--- config.mk ---
export PLATFORM = sky130hd
export DESIGN_NAME = cpu_in_port_flat
export DESIGN_NICKNAME = d
export VERILOG_FILES = /design/src/rtl/cpu_pkg.sv /design/src/rtl/cpu_in_port_if.sv /design/src/rtl/cpu_in_fifo.sv /design/src/rtl/cpu_in_port.sv /design/src/flat_wrapper.sv
export SDC_FILE = /design/constraint.sdc
export NUM_CORES = 1
export LEC_CHECK = 0
export ABC_AREA = 1
export ABC_CLOCK_PERIOD_IN_PS = 2400
export CORE_AREA = 2 2 62 64
export DETAILED_ROUTE_END_ITERATION = 10
export DIE_AREA = 0 0 64 66
export PLACE_DENSITY = 0.59
export SYNTH_ARGS = -nofsm -noshare
export SYNTH_HDL_FRONTEND = slang
export SYNTH_HIERARCHICAL = 1
export SYNTH_SLANG_ARGS = --single-unit
export TNS_END_PERCENT = 20
--- constraint.sdc ---
create_clock -name clk -period 2.4 [get_ports clk]
set_input_delay 0.72 -clock clk [delete_from_list [all_inputs] [get_ports clk]]
set_output_delay 0.72 -clock clk [all_outputs]
set_load 0.005 [all_outputs]
--- src/rtl/cpu_pkg.sv ---
// Shared SAP CPU definitions: data word width and default input FIFO depth.
package cpu_pkg;

    localparam int WORD_W   = 4;
    localparam int IN_DEPTH = 4;

    typedef logic [WORD_W-1:0] word_t;

endpackage

--- src/rtl/cpu_in_port_if.sv ---
// Producer-side valid/ready handshake into the CPU input port.
interface cpu_in_port_if #(
    parameter int WIDTH = 4
);

    logic [WIDTH-1:0] in_data;
    logic             in_valid;
    logic             in_ready;

    modport master (
        output in_data,
        output in_valid,
        input  in_ready
    );

    modport slave (
        input  in_data,
        input  in_valid,
        output in_ready
    );

endinterface

--- src/rtl/cpu_in_fifo.sv ---
// Small FIFO behind the CPU input port; occupancy is tracked by count.
module cpu_in_fifo #(
    parameter  int DEPTH = 4,
    parameter  int WIDTH = 4,
    localparam int AW    = $clog2(DEPTH),
    localparam int CW    = $clog2(DEPTH + 1)
) (
    input  logic             clk,
    input  logic             rst,
    input  logic             push,
    input  logic             pop,
    input  logic [WIDTH-1:0] wdata,
    output logic [WIDTH-1:0] rdata,
    output logic             full,
    output logic             empty,
    output logic [CW-1:0]    count
);

    logic [WIDTH-1:0] mem [DEPTH];
    logic [AW-1:0]    wr_ptr;
    logic [AW-1:0]    rd_ptr;
    logic             do_push;
    logic             do_pop;

    assign full    = (count == CW'(DEPTH));
    assign empty   = (count == '0);
    assign do_push = push && !full && !rst;
    assign do_pop  = pop && !empty && !rst;
    assign rdata   = empty ? '0 : mem[rd_ptr];

    // Storage is deliberately left out of reset.
    always_ff @(posedge clk) begin
        if (do_push) begin
            mem[wr_ptr] <= wdata;
        end
    end

    always_ff @(posedge clk) begin
        if (rst) begin
            wr_ptr <= '0;
            rd_ptr <= '0;
            count  <= '0;
        end else begin
            if (do_push) begin
                wr_ptr <= wr_ptr + AW'(1);
            end
            if (do_pop) begin
                rd_ptr <= rd_ptr + AW'(1);
            end
            case ({do_push, do_pop})
                2'b10:   count <= count + CW'(1);
                2'b01:   count <= count - CW'(1);
                default: count <= count;
            endcase
        end
    end

endmodule

--- src/rtl/cpu_in_port.sv ---
// SAP CPU 4-bit input port: handshake FIFO, popped once per rising edge of en.
// Define CPU_IN_PORT_UF_EN to add the sticky underflow flag in_uf.
module cpu_in_port
    import cpu_pkg::*;
#(
    parameter int DEPTH = IN_DEPTH,
    parameter int WIDTH = WORD_W
) (
    input  logic                       clk,
    input  logic                       rst,
    cpu_in_port_if.slave               bus,
    input  logic                       en,
    output logic [WIDTH-1:0]           port_in_out,
    output logic                       in_avail,
    output logic [$clog2(DEPTH+1)-1:0] count
`ifdef CPU_IN_PORT_UF_EN
    ,
    output logic                       in_uf
`endif
);

    logic en_q;
    logic rise;
    logic push;
    logic pop;
    logic full;
    logic empty;

    assign bus.in_ready = !full && !rst;
    assign push         = bus.in_valid && bus.in_ready;
    assign rise         = en && !en_q;
    assign pop          = rise && !empty && !rst;
    assign in_avail     = !empty;

    // Held high through reset so an en spanning reset release cannot pop.
    always_ff @(posedge clk) begin
        if (rst) begin
            en_q <= 1'b1;
        end else begin
            en_q <= en;
        end
    end

`ifdef CPU_IN_PORT_UF_EN
    always_ff @(posedge clk) begin
        if (rst) begin
            in_uf <= 1'b0;
        end else if (rise && empty) begin
            in_uf <= 1'b1;
        end
    end
`endif

    cpu_in_fifo #(
        .DEPTH (DEPTH),
        .WIDTH (WIDTH)
    ) u_fifo (
        .clk   (clk),
        .rst   (rst),
        .push  (push),
        .pop   (pop),
        .wdata (bus.in_data),
        .rdata (port_in_out),
        .full  (full),
        .empty (empty),
        .count (count)
    );

endmodule

--- src/flat_wrapper.sv ---
// flat-port wrapper written by rule: the top's interface ports become plain ports
module cpu_in_port_flat import cpu_pkg::*;
#(
    parameter int DEPTH = IN_DEPTH,
    parameter int WIDTH = WORD_W
)
  (clk, rst, en, port_in_out, in_avail, count, bus_in_data, bus_in_valid, bus_in_ready);
  cpu_in_port_if #(.WIDTH(WIDTH)) bus_i ();
  input  logic clk;
  input  logic rst;
  input  logic en;
  output logic [WIDTH-1:0] port_in_out;
  output logic in_avail;
  output logic [$clog2(DEPTH+1)-1:0] count;
  input wire logic [$bits(bus_i.in_data)-1:0] bus_in_data;
  input wire logic [$bits(bus_i.in_valid)-1:0] bus_in_valid;
  output wire logic [$bits(bus_i.in_ready)-1:0] bus_in_ready;
  assign bus_i.in_data = bus_in_data;
  assign bus_i.in_valid = bus_in_valid;
  assign bus_in_ready = bus_i.in_ready;
  cpu_in_port #(.DEPTH(DEPTH), .WIDTH(WIDTH)) u_core (.clk(clk), .rst(rst), .bus(bus_i), .en(en), .port_in_out(port_in_out), .in_avail(in_avail), .count(count));
endmodule
==> results of run 1 <==
-- sequential cells by signal, indices dropped and copies added, names as in the netlist, named ones only --
register	count
u_core/en_q	1
u_core/u_fifo/count	3
u_core/u_fifo/mem	16
u_core/u_fifo/rd_ptr	2
u_core/u_fifo/wr_ptr	2
-- tightest hold or removal path: cells and delay by family, from the launching register on --
family,cells,cell delay [ns]
flip-flops,1,0.36
AO/OA/AOI/OAI,1,0.05
AND/OR/NAND/NOR,1,0.07
-- final timing paths --
| check | start | end | slack, ns | cells past startpoint |
|---|---|---|---|---|
| setup / recovery | register | port_in_out[3] | 0.07 | 5 |
| setup reg to reg | u_core/u_fifo/count[2] | u_core/u_fifo/count[2] | 0.23 | 17 |
| hold reg to reg | u_core/u_fifo/wr_ptr[1] | u_core/u_fifo/wr_ptr[1] | 0.51 | 2 |
| hold / removal | u_core/u_fifo/wr_ptr[1] | u_core/u_fifo/wr_ptr[1] | 0.51 | 2 |
-- what timing repair did --
| item | in CTS | in global routing |
|---|---|---|
| cloned | 0 | 0 |
| endpoints found under the setup margin | 5 | 7 |
| gates resized for setup | 8 | 7 |
| setup buffers | 1 | 0 |
-- cells by family after synthesis --
kind of cell / after synthesis
adders and majority gates: 6
and+or+nand+nor: 51
AOI/OAI and AO/OA: 20
buffers and inverters: 26
DFF: 26
-- power breakdown --
part	internal [mW]	switching, mW	total [mW]
combinational	0.0430	0.0410	0.0839
sequential	0.480	0.00499	0.485
clock	0.0649	0.119	0.183
-- metrics by stage --
step | instance area [um2] | worst slack, ns
2_1_floorplan | 1190 | 0.305
3_3_place_gp | 1470 | -0.163
3_5_place_dp | 1470 | -0.304
4_1_cts | 1510 | 0.00371
5_1_grt | 1520 | -0.0638
6_report | 1520 | 0.0669
-- layer usage --
layer / routed length [um] / up-vias / part of all wire
met4: 36 / 0 / 0.017
met5: 0 / - / 0
met1: 974 / 405 / 0.45
met3: 90 / 4 / 0.041
li1: - / 465 / -
met2: 1070 / 18 / 0.49
-- layout by cell type, fill, tap and decap left out, drive strengths merged --
master	synthesis	routed
dlymetal6s2s	0	3
buf	1	10
nor2	30	30
clkdlybuf4s50	0	12
ha	5	5
dlygate4sd2	0	1
a21oi	9	9
fa	1	1
clkbuf	0	4
nand2	16	16
o21ai	11	11
edfxtp	16	16
dfxtp	10	10
nand3	4	4
inv	25	25
nand4	1	1
-- area by class of cell --
cell class              instances  area share
multi-input cells              77       0.269
clock buffers                   4      0.0172
inverters                      25      0.0616
repair buffers                 26       0.158
flip-flops and latches         26       0.454
well taps                      48      0.0394
==> run summary, run 1 <==
status - finished clean
GR Util met1 - 0.132
Worst Path Required - 1.68 ns
count leader, synth - nor2_1
RSZ-0062 raised after global routing - yes
Synth Cell Area - 1190 um2
largest net degree at the start of global routing - 15
Remaining DRCs - 0
Initial Util - 0.334
DP Cell Count - 201
# IOs - 17
post-synthesis simple-gate area fraction - 0.187
clk sink count - 26
Netlist cell types - 17
port bufs - 16
GRT overflow - 0
Synth Register Bits - 26
fin crit share - 0.972
Core ar. - 3550 um2
GRT Total Usage - 0.114
drt via density - 4.33
clk_skew - 0.00162 ns
max cap viols - 0
Synth Area in Adders - 0.0696
Worst Max-Slew Pin Slew - 0.212 ns
Worst IR Drop VDD - 212 uV
critical-path maximum fanout - 5
dpl hpwl - 1700 um
Post-synth EDFFs - 16
vias in the first global route - 867
detailed-route via count - 892
Main synth FF type - edfxtp_1
Sequential cell area - 692 um2
post-route ant nets - 0
total wire length - 2170 um
Power Density - 494 nW/um2
final setup violation count - 0
Final Hold Vio Count - 0
initial antenna violation count - 0
register area share after synthesis - 0.574
clock slew at reported path FFs - 0.13 ns
DR pass1 iterations - 4
slowest stage delay, CP - 0.51 ns
die area - 4220 um2
post-synthesis compound-gate area fraction - 0.0844
Multi-input gate area - 410 um2
gpl congestion - 0.771
post-cts hold buffer count - 0
fin crit period - 2.33 ns
grt met2 use - 0.195
Setup TNS Final - 0 ns
initial DRC count - 27
Top delay family on crit path - buffers and inverters
final core occ - 0.429
CTS tree - yes
Design Power - 0.752 mW
root buffer cell - clkbuf_4
startpoint types - register
Bufs and invs on worst path - 2
Commonest cells post-synth - nor2_1, inv_1, edfxtp_1
worst skew pair latency - 0.31 ns
Die H - 66 um
Max H-tree Level - 1
WS Path Type - register to output pin
CTS max path bufs - 2
Avg WL per Cell - 10.5 um
critical path endpoint category - output pin
Ys Warns - 6
Fmax - 0.429 GHz
Final Max Slew Viols - 0
Most Crowded Layer GR - met2
Yosys top cell area share - 0.405
Gate Count Post-Synth - 129
met3 Usage GRT - 0.0273
largest family of logic cells by synthesized area - simple AND/OR/NAND/NOR gates
top post-synthesis cells by area - edfxtp_1, dfxtp_1, nor2_1
layout cell share with drive strength beyond 1 - 0.196
non-filler cells in the finished layout - 206
syn_nets - 143
Row Count - 22
nets@finish - 173
global-route wire length before repair - 3660 um
ys async rst share - 0
Slew HR - 0.857
Synth Area in XOR/XNOR - 0
fill count - 355
critical-path cell list - inv_1, nor2_1, o21ai_0, a21oi_1, clkdlybuf4s50_1
Leak - 0.667 nW
Post-Syn Area per Cell - 9.19 um2
most area-hungry cell type in the Yosys netlist - edfxtp_1
Hold Path Class - register to register
CTS Buf Count - 3
mux cell area share after synthesis - 0
slowest cell on the critical path - clkdlybuf4s50_1
Area Growth Syn to Fin - 28.5%
# diodes - 0
hold_ws - 0.508 ns
Die Width - 64 um
critical path arrival - 1.61 ns
No activity file was read; power rests on OpenSTA's default activity.
==> run 2, diff against run 1 <==
--- a/config.mk
+++ b/config.mk
@@ -8,6 +8,7 @@
 export ABC_AREA = 1
 export ABC_CLOCK_PERIOD_IN_PS = 2400
 export CORE_AREA = 2 2 62 64
+export CTS_CLUSTER_SIZE = 28
 export DETAILED_ROUTE_END_ITERATION = 10
 export DIE_AREA = 0 0 64 66
 export PLACE_DENSITY = 0.59
==> results of run 2 <==
No change in the layout: final DEF, timing and power equal those of run 1.
==> run 3, diff against run 2 <==
--- a/config.mk
+++ b/config.mk
@@ -7,6 +7,7 @@
 export LEC_CHECK = 0
 export ABC_AREA = 1
 export ABC_CLOCK_PERIOD_IN_PS = 2400
+export CAP_MARGIN = 5
 export CORE_AREA = 2 2 62 64
 export CTS_CLUSTER_SIZE = 28
 export DETAILED_ROUTE_END_ITERATION = 10
@@ -16,4 +17,4 @@
 export SYNTH_HDL_FRONTEND = slang
 export SYNTH_HIERARCHICAL = 1
 export SYNTH_SLANG_ARGS = --single-unit
-export TNS_END_PERCENT = 20
+export TNS_END_PERCENT = 1
==> results of run 3 <==
No change in the layout: final DEF, timing and power equal those of run 1.
